[config.mk]
export PLATFORM = sky130hd
export DESIGN_NAME = pmu_mode_requester
export DESIGN_NICKNAME = d
export VERILOG_FILES = /design/src/rtl/pmu_mode_requester.sv
export SDC_FILE = /design/constraint.sdc
export NUM_CORES = 1
export LEC_CHECK = 0
export CELL_PAD_IN_SITES_DETAIL_PLACEMENT = 1
export CELL_PAD_IN_SITES_GLOBAL_PLACEMENT = 2
export CORE_ASPECT_RATIO = 1.25
export CORE_MARGIN = 5
export CORE_UTILIZATION = 34
export DETAILED_ROUTE_END_ITERATION = 10
export PLACE_DENSITY = 0.88
export SYNTH_ARGS = -nofsm -noshare
export SYNTH_HDL_FRONTEND = slang
export SYNTH_SLANG_ARGS = --single-unit
[constraint.sdc]
create_clock -name clk -period 1.83 [get_ports clk]
set_input_delay 0.183 -clock clk [delete_from_list [all_inputs] [get_ports clk]]
set_output_delay 0.183 -clock clk [all_outputs]
set_load 0.03 [all_outputs]
[src/rtl/pmu_mode_requester.sv]
// Host-side mode request sequencer in front of the PMU: registers mode/mode_req, waits for
// mode_ack with a timeout and reports done or a sticky timeout error.
module pmu_mode_requester #(
  parameter int unsigned TIMEOUT_CYCLES = 32,
  localparam int unsigned CNT_W = $clog2(TIMEOUT_CYCLES + 1)
) (
  input  logic clk,
  input  logic reset_n,
  input  logic host_req_valid,
  input  logic host_req_mode,
  output logic host_req_ready,
  input  logic err_clear,
  input  logic mode_ack,
  output logic mode,
  output logic mode_req,
  output logic busy,
  output logic done,
  output logic err_timeout,
  output logic cur_mode
);

  typedef enum logic [1:0] {StIdle, StReq, StDone, StError} state_e;

  localparam logic [CNT_W-1:0] CntLast = CNT_W'(TIMEOUT_CYCLES - 1);

  state_e           state_q, state_d;
  logic [CNT_W-1:0] cnt_q, cnt_d;
  logic             mode_q, mode_d;
  logic             mode_req_q, mode_req_d;
  logic             cur_mode_q, cur_mode_d;
  logic             err_q, err_d;
  logic             busy_q, busy_d;
  logic             done_q, done_d;

  logic accept, noop, expired;

  assign accept  = host_req_valid && (state_q == StIdle);
  assign noop    = (host_req_mode == cur_mode_q);
  assign expired = (cnt_q == CntLast);

  // State and registered outputs; mode resets to full power.
  always_ff @(posedge clk or negedge reset_n) begin
    if (!reset_n) begin
      state_q    <= StIdle;
      cnt_q      <= '0;
      mode_q     <= 1'b1;
      mode_req_q <= 1'b0;
      cur_mode_q <= 1'b1;
      err_q      <= 1'b0;
      busy_q     <= 1'b0;
      done_q     <= 1'b0;
    end else begin
      state_q    <= state_d;
      cnt_q      <= cnt_d;
      mode_q     <= mode_d;
      mode_req_q <= mode_req_d;
      cur_mode_q <= cur_mode_d;
      err_q      <= err_d;
      busy_q     <= busy_d;
      done_q     <= done_d;
    end
  end

  always_comb begin
    state_d = state_q;
    unique case (state_q)
      StIdle: begin
        if (accept) state_d = noop ? StDone : StReq;
      end
      StReq: begin
        // An ack in the expiry cycle takes priority over the timeout.
        if (mode_ack)     state_d = StDone;
        else if (expired) state_d = StError;
      end
      StDone:  state_d = StIdle;
      StError: begin
        if (err_clear) state_d = StIdle;
      end
      default: state_d = StIdle;
    endcase
  end

  always_comb begin
    mode_d     = mode_q;
    mode_req_d = mode_req_q;
    cnt_d      = cnt_q;
    cur_mode_d = cur_mode_q;
    err_d      = err_q;
    unique case (state_q)
      StIdle: begin
        if (accept && !noop) begin
          mode_d     = host_req_mode;
          mode_req_d = 1'b1;
          cnt_d      = '0;
        end
      end
      StReq: begin
        // Leaving REQ at CntLast keeps the counter from wrapping.
        cnt_d = cnt_q + 1'b1;
        if (mode_ack) begin
          mode_req_d = 1'b0;
          cur_mode_d = mode_q;
        end else if (expired) begin
          mode_req_d = 1'b0;
          err_d      = 1'b1;
        end
      end
      StError: begin
        // mode is left at the requested value; the PMU may still be mid-sequence.
        if (err_clear) err_d = 1'b0;
      end
      default: ;
    endcase
    busy_d = (state_d != StIdle);
    done_d = (state_d == StDone);
  end

  assign host_req_ready = (state_q == StIdle);
  assign mode           = mode_q;
  assign mode_req       = mode_req_q;
  assign busy           = busy_q;
  assign done           = done_q;
  assign err_timeout    = err_q;
  assign cur_mode       = cur_mode_q;

  a_mode_stable: assert property (@(posedge clk) disable iff (!reset_n)
    mode_req |=> $stable(mode));
  a_done_pulse: assert property (@(posedge clk) disable iff (!reset_n)
    done |=> !done);
  a_done_no_req: assert property (@(posedge clk) disable iff (!reset_n)
    !(done && mode_req));
  a_ready_idle: assert property (@(posedge clk) disable iff (!reset_n)
    host_req_ready |-> !busy);
  a_cnt_bound: assert property (@(posedge clk) disable iff (!reset_n)
    (state_q == StReq) |-> (cnt_q <= CntLast));

endmodule
==> impl_metrics.csv, run 1 <==
group,metric,value,unit
die,rows,18,
timing,period_needed,1770,ps
die,initial_core_util,0.360,
worst_setup_path,cp.required,1650,ps
finish,drive_above_1_share,0.163,
global_route,grt_pass1_vias,601,
min_path,worstHoldPathType,"in -> async",
detailed_routing,vias_per_cell,5.64,
timing,worst_slew_pin_slew,654,ps
synth,async_flop_share,1.00,
worst_setup_path,crit_family,"buffers and inverters",
synth,synth_top_area_share,0.416,
clock_network,clock_sinks,14,
worst_setup_path,cpPeakStageDelay,690,ps
synth,synth_cell_types,33,
die,core,0.00200,mm²
synth,synth_seq_cells,14,
synth,netlist_instances,67,
worst_setup_path,path_class,"reg -> out",
worst_setup_path,end_kind,"output pin",
die,top_level_ports,13,
clock_network,clock_tree.buffer_depth,2,
worst_setup_path,slowest_stage,"clkdlybuf4s50_1",
timing,hold_viol,0,
global_route,antenna_found_initial,0,
die,die_y,61.5,µm
worst_setup_path,crit_chain,"clkdlybuf4s50_1",
status,status,"completed",
global_route,grt_pass1_wl,2.86,mm
global_route,grt_max_degree,15,
job,cap_violations,0,
finish,final_cell_mix,"dfrtp_1 (12), clkdlybuf4s50_1 (11), nand2_1 (6), o21ai_1 (5), nor2_1 (4)",
clock_network,cts_tree,"yes",
timing,layout_setup_ws,60.8,ps
synth,synthFlopType,"dfrtp_1",
clock_network,htree_levels,1,
global_route,grt_overflow,0,
worst_setup_path,r2r_end,"done",
timing,finalCritPeriodShare,0.967,
placed_design,pre_cts_ws,204,ps
worst_setup_path,cp-startpoint,"cur_mode",
timing,setup-violations-final,0,
detailed_routing,routed_wl,1.73,mm
finish,layout_commonest_cell,"dfrtp_1",
worst_setup_path,rrSetupSlack,290,ps
detailed_routing,drtIter0Drc,14,
timing,slew_viol_final,0,
finish,antenna_cells,0,
detailed_routing,drt_drc_violations_left,0,
finish,num-fill-cells,223,
clock_network,clk_pin_slew,90,ps
clock_network,root_buffer,"clkbuf_4",
synth,netlist_area,722,µm²
power_and_ir_drop,leakage,0.388,nW
global_route,track_usage,0.129,
worst_setup_path,reg2reg_from,"state_q[1]",
finish,regArea,353,µm²
placed_design,io_buffers,12,
timing,slew_headroom,0.563,
placed_design,dp_hpwl,1.25,mm
synth,synthTopCellsByArea,"dfrtp_1 (42%), dfstp_2 (7.3%), mux2i_1 (4.2%)",
synth,yosysWarnings,0,
worst_setup_path,critical_path_arrival,1590,ps
worst_setup_path,path_depth,1,
placed_design,post-place-cells,96,
finish,fin_cells,100,
worst_setup_path,cp-start-kind,"flip-flop",
synth,synth_fp_nets,74,
finish,nets,88,
timing,setup_tns,0,ps
timing,fmax,565,MHz
detailed_routing,num_vias,564,
die,die_w,51.2,µm
synth,seq_area_frac_synth,0.489,
worst_setup_path,reg2regPathDepth,3,
detailed_routing,firstDrtPassIters,3,
worst_setup_path,endpoint,"cur_mode",
clock_network,cts_hold_buf,0,
placed_design,gp_congestion,0.727,
timing,rsz0062_at_grt,"no",
clock_network,clk_latency,290,ps
timing,skew,6.42,ps
clock_network,cts_setup_buffers,0,
synth,synth_top_area_cell,"dfrtp_1",
synth,syn-mean-instance-area,10.8,µm²
power_and_ir_drop,ir_drop,0.799,mV
synth,synth_edf_count,0,
detailed_routing,wl_per_cell,17.3,µm
finish,multi_input_area,337,µm²
worst_setup_path,worstPathMaxFanout,5,
detailed_routing,ant_nets,0,
power_and_ir_drop,p_per_area,1730,mW/mm²
die,die_area,0.00315,mm²
worst_setup_path,path_buf_inv,1,
finish,area_growth,22.0,%
clock_network,numCtsBuffers,3,
[kinds of logic after synthesis]
family / after synthesis / synth area share
AND/OR/NAND/NOR: 20 / 0.156
AO/OA/AOI/OAI: 21 / 0.213
flip-flops: 14 / 0.489
XOR/XNOR: 1 / 0.0225
adder cells (fa/ha/maj): 1 / 0.0173
multiplexers: 4 / 0.0572
buffers and inverters: 6 / 0.0451
[per-layer routing]
layer | part of all wire | routed length (µm) | GRT usage | vias to the layer above
li1 | - | - | - | 270
met1 | 0.40 | 690 | 0.136 | 279
met2 | 0.53 | 918 | 0.234 | 10
met3 | 0.039 | 68 | 0.0242 | 5
met4 | 0.031 | 53 | 0.0899 | 0
met5 | 0 | 0 | 0 | -
[repair_timing]
action                     CTS  global route
resized for setup            1             0
setup endpoints to repair    1             0
hold endpoints to repair     0             0
[metrics by stage]
step	area [µm²]	hold WS (ps)	power, mW	utilization
final	881	284	1.52	0.439
after global routing	881	332	1.64	0.439
after CTS	881	314	1.55	0.439
after detailed placement	846	480	1.32	0.422
after global placement	846	463	1.30	0.422
after floorplan	722	-113	1.08	-
[sequential cells by signal, summed over array words and instances (netlist names)]
name / flops
busy: 1
mode: 1
mode_req: 1
done: 1
cnt_q: 6
cur_mode: 1
state_q: 2
err_timeout: 1
[synthesized netlist by cell type, drive strengths merged, types with 2 or more instances]
cell / count
a31oi: 2
and3: 2
buf: 3
dfrtp: 12
dfstp: 2
inv: 3
mux2i: 3
nand2: 6
nor2: 4
o211ai: 4
o21ai: 7
[worst min-delay path by stage]
stage	end	from	cells after the start	slack, ps
6_report	cnt_q[0]	reset_n	1	280
5_1_grt	cnt_q[0]	reset_n	1	330
4_1_cts	cnt_q[2]	reset_n	1	310
3_5_place_dp	mode_req	mode_req	1	480
3_3_place_gp	mode_req	mode_req	1	460
2_1_floorplan	busy	reset_n	0	-110
[area by class of cell]
type                            instances  share of cell area
Multi-Input combinational cell         47               0.382
Sequential cell                        14               0.401
Inverter                                3              0.0128
Timing Repair Buffer                   12               0.135
Clock buffer                            4              0.0412
Tap cell                               20              0.0284
[report_power, final]
part / switching, mW / internal, mW / total [mW]
logic: 0.389 / 0.298 / 0.688
clock network: 0.110 / 0.121 / 0.231
registers: 0.161 / 0.442 / 0.604
total: 0.660 / 0.862 / 1.52
No activity file was read; power rests on OpenSTA's default activity.
==> run 2: changes to the inputs <==
--- a/config.mk
+++ b/config.mk
@@ -12,6 +12,7 @@
 export CORE_UTILIZATION = 34
 export DETAILED_ROUTE_END_ITERATION = 10
 export PLACE_DENSITY = 0.88
+export SETUP_SLACK_MARGIN = 0.02
 export SYNTH_ARGS = -nofsm -noshare
 export SYNTH_HDL_FRONTEND = slang
 export SYNTH_SLANG_ARGS = --single-unit
==> run 2 against run 1 <==
  * Clock-buffer cell count unchanged
  * Global-route usage unchanged
  * Fmax up 3.0%
  * Sequential power about the same
  * Routed wire length about the same
  * Register-to-register slack about the same
  * Critical path depth unchanged
  * Highest routed layer unchanged
  * Die area unchanged
  * Worst hold slack about the same
  * Critical path type unchanged
==> impl_metrics.csv, run 2 (synthesis results as in run 1) <==
group,metric,value,unit
status,status,"completed",
timing,slew_viol_final,0,
die,core,0.00200,mm²
finish,fin_area,883,µm²
clock_network,clk_pin_slew,90,ps
clock_network,cts_hold_buf,0,
placed_design,placed_area,846,µm²
finish,drive_above_1_share,0.163,
timing,rsz0062_at_grt,"no",
timing,setup_tns,0,ps
die,top_level_ports,13,
detailed_routing,routed_wl,1.73,mm
placed_design,dp_hpwl,1.25,mm
clock_network,cts_setup_buffers,0,
die,rows,18,
clock_network,numCtsBuffers,3,
detailed_routing,num_vias,564,
worst_setup_path,path_class,"reg -> out",
finish,area_growth,22.4,%
finish,regArea,353,µm²
finish,num-fill-cells,223,
worst_setup_path,worstPathMaxFanout,4,
clock_network,htree_levels,1,
worst_setup_path,slowest_stage,"clkdlybuf4s50_1",
timing,slew_headroom,0.563,
clock_network,clock_sinks,14,
timing,skew,6.42,ps
global_route,grt_overflow,0,
finish,reg.largest.list,"cnt_q (6), state_q (2)",
finish,top_register,"cnt_q",
power_and_ir_drop,ir_drop,0.799,mV
die,die_y,61.5,µm
min_path,worstHoldPathType,"in -> async",
detailed_routing,ant_nets,0,
worst_setup_path,critical_path_arrival,1530,ps
job,cap_violations,0,
timing,hold_viol,0,
global_route,grt_max_degree,15,
die,initial_core_util,0.360,
worst_setup_path,rrSetupSlack,290,ps
finish,multi_input_area,337,µm²
global_route,antenna_found_initial,0,
placed_design,gp_congestion,0.727,
detailed_routing,drtIter0Drc,12,
global_route,grt_pass1_wl,2.86,mm
clock_network,root_buffer,"clkbuf_4",
detailed_routing,firstDrtPassIters,3,
global_route,grt_pass1_vias,601,
detailed_routing,vias_per_cell,5.64,
worst_setup_path,crit_chain,"clkdlybuf4s50_1",
timing,worst_slew_pin_slew,654,ps
worst_setup_path,crit_family,"buffers and inverters",
detailed_routing,drt_drc_violations_left,0,
finish,antenna_cells,0,
global_route,track_usage,0.129,
placed_design,io_buffers,12,
timing,finalCritPeriodShare,0.939,
finish,nets,88,
detailed_routing,wl_per_cell,17.3,µm
finish,layout_commonest_cell,"dfrtp_1",
clock_network,cts_tree,"yes",
worst_setup_path,cp.required,1650,ps
worst_setup_path,path_buf_inv,1,
die,die_w,51.2,µm
worst_setup_path,end_kind,"output pin",
timing,fmax,582,MHz
timing,period_needed,1720,ps
worst_setup_path,cpPeakStageDelay,680,ps
worst_setup_path,cp-start-kind,"flip-flop",
die,die_area,0.00315,mm²
power_and_ir_drop,leakage,0.393,nW
clock_network,clk_latency,290,ps
power_and_ir_drop,p_per_area,1720,mW/mm²
finish,final_cell_mix,"dfrtp_1 (12), clkdlybuf4s50_1 (10), nand2_1 (6), o21ai_1 (5), nor2_1 (4)",
timing,setup-violations-final,0,
clock_network,clock_tree.buffer_depth,2,
finish,largest_reg_flops,6,
run 2: repair_timing:
action,CTS,global route
gates resized for setup,1,1
setup endpoints to repair,1,1
hold endpoints to repair,0,0
run 2: final cells by class:
class	count	area share
clock buffer	4	0.0411
tap	20	0.0283
inverter	3	0.0127
multi-input combinational	47	0.381
timing repair buffer	12	0.137
sequential	14	0.399
run 2: path summary, 6_finish.rpt:
check	startpoint	end	depth (start not counted)
hold / removal	reset_n	cnt_q[0]	1
setup reg to reg	state_q[1]	done	3
hold reg to reg	cnt_q[5]	cnt_q[5]	1
setup / recovery	mode	mode	1
min in group clk	cnt_q[5]	cnt_q[5]	1
max in group asynchronous	reset_n	busy	1
run 2: metal layers:
metal	global-route usage	vias to the layer above	wire length [µm]
met3	0.0242	5	68
li1	-	270	-
met1	0.136	279	689
met4	0.0899	0	53
met5	0	-	0
met2	0.234	10	918
run 2: metrics by stage:
step           setup WS, ps  instances  hold WS (ps)  utilization  total power [mW]
2_1_floorplan           595         67          -113            -              1.08
3_3_place_gp            226         96           463        0.422              1.30
3_5_place_dp            204         96           480        0.422              1.32
4_1_cts                52.3        100           314        0.439              1.55
5_1_grt                70.0        100           332        0.441              1.64
6_report                112        100           284        0.441              1.52
run 2: report_power, final:
part           total [mW]  internal, mW  switching [mW]
Sequential          0.603         0.442           0.160
Combinational       0.687         0.297           0.390
Clock               0.231         0.121           0.110
Total                1.52         0.860           0.660
